[src/rtl/br_tag_ctrl_pkg.sv]
// br_tag_ctrl_pkg -- shared branch-tag mask width and one-hot tag types.
// Rev 1.0
`default_nettype none

`ifndef BR_MASK_W
`define BR_MASK_W 4
`endif

package br_tag_ctrl_pkg;

  localparam int BR_NUM_DEF = `BR_MASK_W;

  typedef logic [`BR_MASK_W-1:0] br_mask_t;
  // A tag is one-hot in a mask-wide vector; all-zero means "no tag".
  typedef br_mask_t br_tag_t;

  localparam br_tag_t BR_TAG_NONE = '0;

endpackage

`default_nettype wire

[src/rtl/br_tag_pe.sv]
// br_tag_pe -- one-hot lowest-set-bit priority encoder for free-tag selection.
// Rev 1.0
`default_nettype none

module br_tag_pe
  import br_tag_ctrl_pkg::*;
#(
  parameter int N = BR_NUM_DEF
) (
  input  logic [N-1:0] i_req,
  output logic [N-1:0] o_1hot
);

  // Two's-complement isolate of the least significant set bit.
  assign o_1hot = i_req & (~i_req + N'(1));

endmodule

`default_nettype wire

[src/rtl/br_tag_ctrl.sv]
// br_tag_ctrl -- branch-tag allocator, dependency tracker and clear/recovery broadcaster.
// Rev 1.0; optional resolve counters under BR_TAG_PERF_EN.
`default_nettype none

module br_tag_ctrl
  import br_tag_ctrl_pkg::*;
#(
  parameter int BR_NUM = BR_NUM_DEF
) (
  input  logic                    clk,
  input  logic                    rst,
  input  logic                    disp_br_req_i,
  output logic                    disp_br_gnt_o,
  output logic                    disp_br_stall_o,
  output logic [BR_NUM-1:0]       disp_br_tag_1hot_o,
  output logic [BR_NUM-1:0]       disp_br_mask_o,
  input  logic                    fu_br_right_i,
  input  logic                    fu_br_wrong_i,
  input  logic [BR_NUM-1:0]       fu_br_tag_1hot_i,
  output logic                    br_clear_o,
  output logic [BR_NUM-1:0]       br_clear_1hot_o,
  output logic                    br_recovery_o,
  output logic [BR_NUM-1:0]       br_tag_fix_o,
  output logic [$clog2(BR_NUM):0] free_cnt_o
`ifdef BR_TAG_PERF_EN
  ,
  output logic [31:0]             perf_br_right_cnt_o,
  output logic [31:0]             perf_br_wrong_cnt_o
`endif
);

  localparam int CNT_W = $clog2(BR_NUM) + 1;

  logic [BR_NUM-1:0] r_valid;
  logic [BR_NUM-1:0] r_dep [BR_NUM];

  logic [BR_NUM-1:0] w_free;
  logic [BR_NUM-1:0] w_pe_1hot;
  logic [BR_NUM-1:0] w_alloc;
  logic [BR_NUM-1:0] w_right_1hot;
  logic [BR_NUM-1:0] w_dep_col;
  logic [BR_NUM-1:0] w_squash;
  logic              w_any_free;
  logic              w_gnt;
  logic              w_right_acc;
  logic              w_wrong_acc;
  logic [CNT_W-1:0]  w_busy_cnt;

  assign w_free     = ~r_valid;
  assign w_any_free = |w_free;

  br_tag_pe #(.N(BR_NUM)) u_pe (
    .i_req  (w_free),
    .o_1hot (w_pe_1hot)
  );

  // No grant while in reset or during the two front-end redirect cycles.
  assign w_gnt   = rst & disp_br_req_i & w_any_free & ~fu_br_wrong_i & ~br_recovery_o;
  assign w_alloc = w_gnt ? w_pe_1hot : BR_NUM'(BR_TAG_NONE);

  assign disp_br_gnt_o      = w_gnt;
  assign disp_br_stall_o    = rst & disp_br_req_i & ~w_any_free;
  assign disp_br_tag_1hot_o = w_alloc;
  assign disp_br_mask_o     = r_valid;

  // Resolves on tags that are no longer outstanding are dropped silently.
  assign w_right_acc  = fu_br_right_i & (|(fu_br_tag_1hot_i & r_valid));
  assign w_wrong_acc  = fu_br_wrong_i & (|(fu_br_tag_1hot_i & r_valid));
  assign w_right_1hot = w_right_acc ? fu_br_tag_1hot_i : '0;

  always_comb begin
    w_dep_col  = '0;
    w_busy_cnt = '0;
    for (int i = 0; i < BR_NUM; i++) begin
      w_dep_col[i] = |(r_dep[i] & fu_br_tag_1hot_i);
      w_busy_cnt   = w_busy_cnt + CNT_W'(r_valid[i]);
    end
  end

  assign w_squash   = w_wrong_acc ? (fu_br_tag_1hot_i | (w_dep_col & r_valid)) : '0;
  assign free_cnt_o = CNT_W'(BR_NUM) - w_busy_cnt;

  always_ff @(posedge clk or negedge rst) begin
    if (!rst) begin
      r_valid         <= '0;
      br_clear_o      <= 1'b0;
      br_clear_1hot_o <= '0;
      br_recovery_o   <= 1'b0;
      br_tag_fix_o    <= '0;
      for (int i = 0; i < BR_NUM; i++) begin
        r_dep[i] <= '0;
      end
    end else begin
      r_valid <= (r_valid & ~w_right_1hot & ~w_squash) | w_alloc;
      // A tag freed this cycle must not appear as an ancestor of the new tag.
      for (int i = 0; i < BR_NUM; i++) begin
        if (w_alloc[i]) begin
          r_dep[i] <= r_valid & ~w_right_1hot;
        end else begin
          r_dep[i] <= r_dep[i] & ~w_right_1hot;
        end
      end
      br_clear_o      <= w_right_acc;
      br_clear_1hot_o <= w_right_1hot;
      br_recovery_o   <= w_wrong_acc;
      br_tag_fix_o    <= w_squash;
    end
  end

`ifdef BR_TAG_PERF_EN
  logic [31:0] r_perf_right;
  logic [31:0] r_perf_wrong;

  always_ff @(posedge clk or negedge rst) begin
    if (!rst) begin
      r_perf_right <= '0;
      r_perf_wrong <= '0;
    end else begin
      if (w_right_acc) r_perf_right <= r_perf_right + 32'd1;
      if (w_wrong_acc) r_perf_wrong <= r_perf_wrong + 32'd1;
    end
  end

  assign perf_br_right_cnt_o = r_perf_right;
  assign perf_br_wrong_cnt_o = r_perf_wrong;
`endif

`ifndef SYNTHESIS
  always @(posedge clk) begin
    if (rst) begin
      assert (!(fu_br_right_i && fu_br_wrong_i));
      if (fu_br_right_i || fu_br_wrong_i) begin
        assert ($onehot(fu_br_tag_1hot_i));
      end
    end
  end
`endif

endmodule

`default_nettype wire
[config.mk]
export PLATFORM = sky130hd
export DESIGN_NAME = br_tag_ctrl
export DESIGN_NICKNAME = d
export VERILOG_FILES = /design/src/rtl/br_tag_ctrl_pkg.sv /design/src/rtl/br_tag_pe.sv /design/src/rtl/br_tag_ctrl.sv
export SDC_FILE = /design/constraint.sdc
export NUM_CORES = 1
export LEC_CHECK = 0
export CAP_MARGIN = 20
export CORE_MARGIN = 5
export CORE_UTILIZATION = 43
export DETAILED_ROUTE_END_ITERATION = 10
export GPL_ROUTABILITY_DRIVEN = 0
export GPL_TIMING_DRIVEN = 0
export PLACE_DENSITY = 0.73
export SKIP_CTS_REPAIR_TIMING = 1
export SLEW_MARGIN = 20
export SYNTH_ARGS = -nofsm -noshare
export SYNTH_HDL_FRONTEND = slang
export SYNTH_SLANG_ARGS = --single-unit
[constraint.sdc]
create_clock -name clk -period 2.1 [get_ports clk]
set_clock_uncertainty 0.05 [all_clocks]
set_input_delay 0.63 -clock clk [delete_from_list [all_inputs] [get_ports clk]]
set_output_delay 0.63 -clock clk [all_outputs]
set_load 0.005 [all_outputs]
Word-level counts from Yosys, hierarchy flattened
Cells that the tools add are included.
{"block": "op_classes", "add_sub_neg": 5, "multipliers": 0, "div": 0, "n_lt_le_gt_ge": 0, "eq_ne": 0, "shifts": 0, "n_mux": 7, "bitwise_logic": 29, "n_reduce_logical": 6}
{"operator": "4-bit AND", "n": 13}
{"operator": "4-bit 2-to-1 mux", "n": 7}
{"operator": "4-bit OR reduction", "n": 6}
{"operator": "4-bit inverter", "n": 4}
{"operator": "4-bit OR", "n": 2}
{"operator": "1-bit AND", "n": 7}
{"operator": "4-bit by 1-bit adder with 4-bit output, second input constant", "n": 1}
{"operator": "2-bit by 1-bit adder with 3-bit output", "n": 1}
{"operator": "3-bit by 1-bit adder with 3-bit output", "n": 1}
{"operator": "1-bit inverter", "n": 3}
{"operator": "3-bit subtractor, first input constant", "n": 1}
{"operator": "1-bit by 1-bit adder with 2-bit output", "n": 1}
{"block": "totals", "regBits": 30, "latchBits": 0, "mem_bits_rw": 0, "romBits": 0, "in_bits": 9, "out_inout_bits": 23, "elab_cells": 56, "mem_count": 0}

Longest topological paths before layout
{"block": "depth", "word_depth": 8, "mapped_depth": 4, "mapped_depth_nobuf": 4}

By module
A second synthesis with hierarchy kept.
{"block": "hier_totals", "cells_unflattened": 137, "hier_area_um2": 1441.4}
{"mod": "br_tag_ctrl", "n_inst": 1, "cells_per_inst": 133, "area_per_inst_um2": 1405.1, "seq_area_each_um2": 650.6}
{"mod": "br_tag_pe", "n_inst": 1, "cells_per_inst": 4, "area_per_inst_um2": 36.3, "seq_area_each_um2": 0.0}

Worst setup path before layout
Ideal clock, no wire load.
{"block": "synth_path", "path_kind": "reg-to-output", "from": "register r_valid[3], in the netlist disp_br_mask_o[3]", "to": "output free_cnt_o[1]", "arrival_time_ns": 1.421, "required_time_ns": 1.420, "setup_slack_ns": -0.001, "stages_incl_launch_ff": 5, "path_buffers": 0, "cell_sequence": "dfrtp_1 -> fa_1 -> inv_1 -> ha_1 -> ha_1"}
{"block": "synth_via", "elab_chain_cells": 2}
{"element": "start, declared", "line": "br_tag_ctrl.sv:34", "source": "logic [BR_NUM-1:0] r_valid;"}
{"element": "start signal, assigned", "line": "br_tag_ctrl.sv:94", "source": "r_valid <= (r_valid & ~w_right_1hot & ~w_squash) | w_alloc;"}
{"element": "3-bit by 1-bit adder with 3-bit output", "line": "br_tag_ctrl.sv:76", "source": "w_busy_cnt = w_busy_cnt + CNT_W'(r_valid[i]);"}
{"element": "3-bit subtractor", "line": "br_tag_ctrl.sv:81", "source": "assign free_cnt_o = CNT_W'(BR_NUM) - w_busy_cnt;"}
{"element": "end, declared", "line": "br_tag_ctrl.sv:24", "source": "output logic [$clog2(BR_NUM):0] free_cnt_o"}
No other way between the ends.

Worst setup path after layout
Ends and elaborated chain as after synthesis.

==> results by group <==
Setup path
  • Critical Path AT: ~1.9 ns
  • Critical Path End: free_cnt_o[1]
  • CP startpoint: disp_br_mask_o[3]$_DFF_PN0_
  • Worst Path Required: 1.42 ns
  • CP startpoint kind: flop
  • R2R Path End: br_tag_fix_o[0]$_DFF_PN0_
  • Reg2Reg Setup Slack: between 0.2 and 0.3 ns
  • CP Max Fanout: 8
  • R2R Path Start: disp_br_mask_o[1]$_DFF_PN0_
  • Crit end category: output port
  • Worst Reg-to-Reg Cells: 7
  • Crit Path Class: reg -> out

Detailed routing
  • Routed length per instance: 16.7 um
  • 1st-iter DRT viols: slightly above 80
  • DR vias: approximately 1300
  • Remaining DRCs: 0
  • DRT Wirelength: approximately 3.8 mm
  • ANT nets after route: 0
  • Drt first pass iters: 5
  • Vias per cell: between 5 and 6

Clock tree
  • Longest Clk Path Bufs: 2
  • CTS tree: yes
  • Clk root buf: clkbuf_4
  • Clk sink count: 26
  • H-tree levels: 1
  • Num CTS Buffers: 3
  • Clk pin slew, worst setup/hold paths: around 0.14 ns
  • Clk_lat worst skew: around 0.33 ns

Logic synthesis
  • Synth top area cells: dfrtp_1 49%, a21oi_1 5.2%, o21a_1 3.4%, a222oi_1 3.0%, buf_2 3.0%
  • Top-area cell type share of the netlist area: about half
  • EDFF count, synth: 0
  • Post-Syn Nets: ~140
  • Seq/Total Area, Yosys: slightly below 50%
  • Yosys reg bits: 26
  • FFs w/ async S/R, synth: 100%
  • Area leader, netlist: dfrtp_1
  • Cell Area, Synth: 0.00134 mm2
  • Post-synthesis instance total: 128
  • Most common cell in the netlist: dfrtp_1
  • Top_reg_cell synth: dfrtp_1
  • Syn_area_per_cell: between 10 and 15 um2
  • Synth cell count leaders: 26 x dfrtp_1, 14 x a21oi_1, 10 x inv_1, 8 x buf_2
  • Synth warnings: 0
  • Netlist cell types: 37

Outcome
  • Status: finished with violations
  • Failing checks: setup timing

Flow run
  • Max-Cap Viols: 0

Placement
  • DP Wirelength: 2.45 mm
  • Port bufs: 26
  • Post-place instance area: between 0.0015 and 0.002 mm2
  • Pre-CTS setup slack: -0.998 ns

Floorplanning
  • Cell row count: 20
  • Num ports: 32
  • Core area: between 0.003 and 0.004 mm2
  • Die width: roughly 66 um
  • Initial Utilization: approximately 44%
  • Die area: approximately 0.0043 mm2
  • Chip Height: 65.8 um

Timing
  • Actual slew at the worst max-slew pin: 0.461 ns
  • Pins over their slew limit: 0
  • Fin crit period: around 2.6 ns
  • Final setup viols: 8
  • Worst hold slack: approximately 0.050 ns
  • Achievable Freq: 390 MHz
  • RSZ-0062 raised after global routing: yes
  • Slew HR: 69.3%
  • Final Hold Fails: 0
  • Tcrit/Tclk final: 122%
  • Setup ws final: -0.467 ns

Global routing
  • First-pass GRT wire length: around 5.5 mm
  • Vias in the first global route: around 1100
  • GR Util All Layers: between 10% and 20%
  • Met2 Use GR: about 28%
  • Largest net degree at the start of global routing: 30
  • Antenna violations before repair: 0
  • Gr busiest metal: met2
  • GR Overflow Total: 0
  • GR Util met3: 3.06%
  • M1 GR Usage: 20.6%

Layout
  • Fill count: approximately 230
  • Nets: just under 200
  • Area Growth Syn to Fin: 50.6%
  • Fin area: a little over 0.002 mm2
  • Ant diodes: 0
  • Share of layout cells above drive strength 1: a little under two fifths

Power and ir drop
  • Pwr/cell area: 1080 mW/mm2
  • Worst vdd ir: 0.000461 V
  • Pwr Total: 2.17 mW
  • Static leakage: between 0.9 and 1 nW

Min path
  • Worst min path class: in -> async
placed cells by master, fill, tap and decap left out, types with 6 or more instances in the layout:
cell	count
o21ai_0	7
buf_4	24
dfrtp_1	24
inv_1	9
o21a_1	6
clkdlybuf4s50_1	13
a21oi_1	14
buf_6	9
buf_2	6
nand3_1	7
report_power, final:
group / switching, mW / total [mW] / internal, mW
logic: 0.532 / 1.22 / 0.690
clock network: 0.147 / 0.253 / 0.106
registers: 0.0773 / 0.698 / 0.620
total: 0.756 / 2.17 / 1.42
final cells by class:
class / instances / area (um2) / area share, %
multi-input combinational: 82 / 701 / 34.8
sequential: 26 / 653 / 32.4
timing repair buffer: 53 / 472 / 23.4
buffer: 9 / 61.3 / 3.04
tap: 44 / 55.1 / 2.73
inverter: 10 / 37.5 / 1.86
clock buffer: 4 / 36.3 / 1.80
stage by stage:
stage	setup TNS, ns	util [%]	cells
floorplan	0	-	128
global placement	-26.74	54.7	198
detailed placement	-6.59	54.5	198
CTS	-7.48	55.7	202
global route	-2.46	66.6	228
finish	-1.84	66.6	228
flip-flops by register name, summed over array words and instances (netlist names):
register / cells
br_clear_1hot_o: 4
br_clear_o: 1
br_recovery_o: 1
br_tag_fix_o: 4
disp_br_mask_o: 4
r_dep: 12
critical path, cell delays in order, from the launching register on:
cell     delay (ns)
dfrtp_2        0.51
fa_1           0.52
inv_2          0.05
ha_4           0.15
ha_4           0.23
buf_6          0.11
kinds of logic (layout without fill, tap and decap cells):
logic type	Yosys count	count (layout)	synth area share [%]
DFF	26	26	48.6
buffers and inverters	20	76	6.64
and+or+nand+nor	28	28	13.4
adders and majority gates	4	4	4.30
AOI/OAI and AO/OA	50	50	27.1
worst min-delay path by stage:
stage / from / endpoint / slack (ns)
after global placement: r_dep[8]$_DFF_PN0_ / r_dep[8]$_DFF_PN0_ / 0.43
final: rst / r_dep[8]$_DFF_PN0_ / 0.05
after floorplan: rst / br_clear_1hot_o[0]$_DFF_PN0_ / 0.28
after global routing: rst / disp_br_mask_o[1]$_DFF_PN0_ / 0.03
after CTS: rst / disp_br_mask_o[1]$_DFF_PN0_ / 0.26
after detailed placement: r_dep[8]$_DFF_PN0_ / r_dep[8]$_DFF_PN0_ / 0.44
per-layer routing:
layer | up-vias | share of wire [%]
li1 | 584 | -
met4 | 0 | 0.95
met3 | 4 | 6.4
met1 | 643 | 39
met5 | - | 0
met2 | 54 | 53
(Power assumes the default switching activity.)
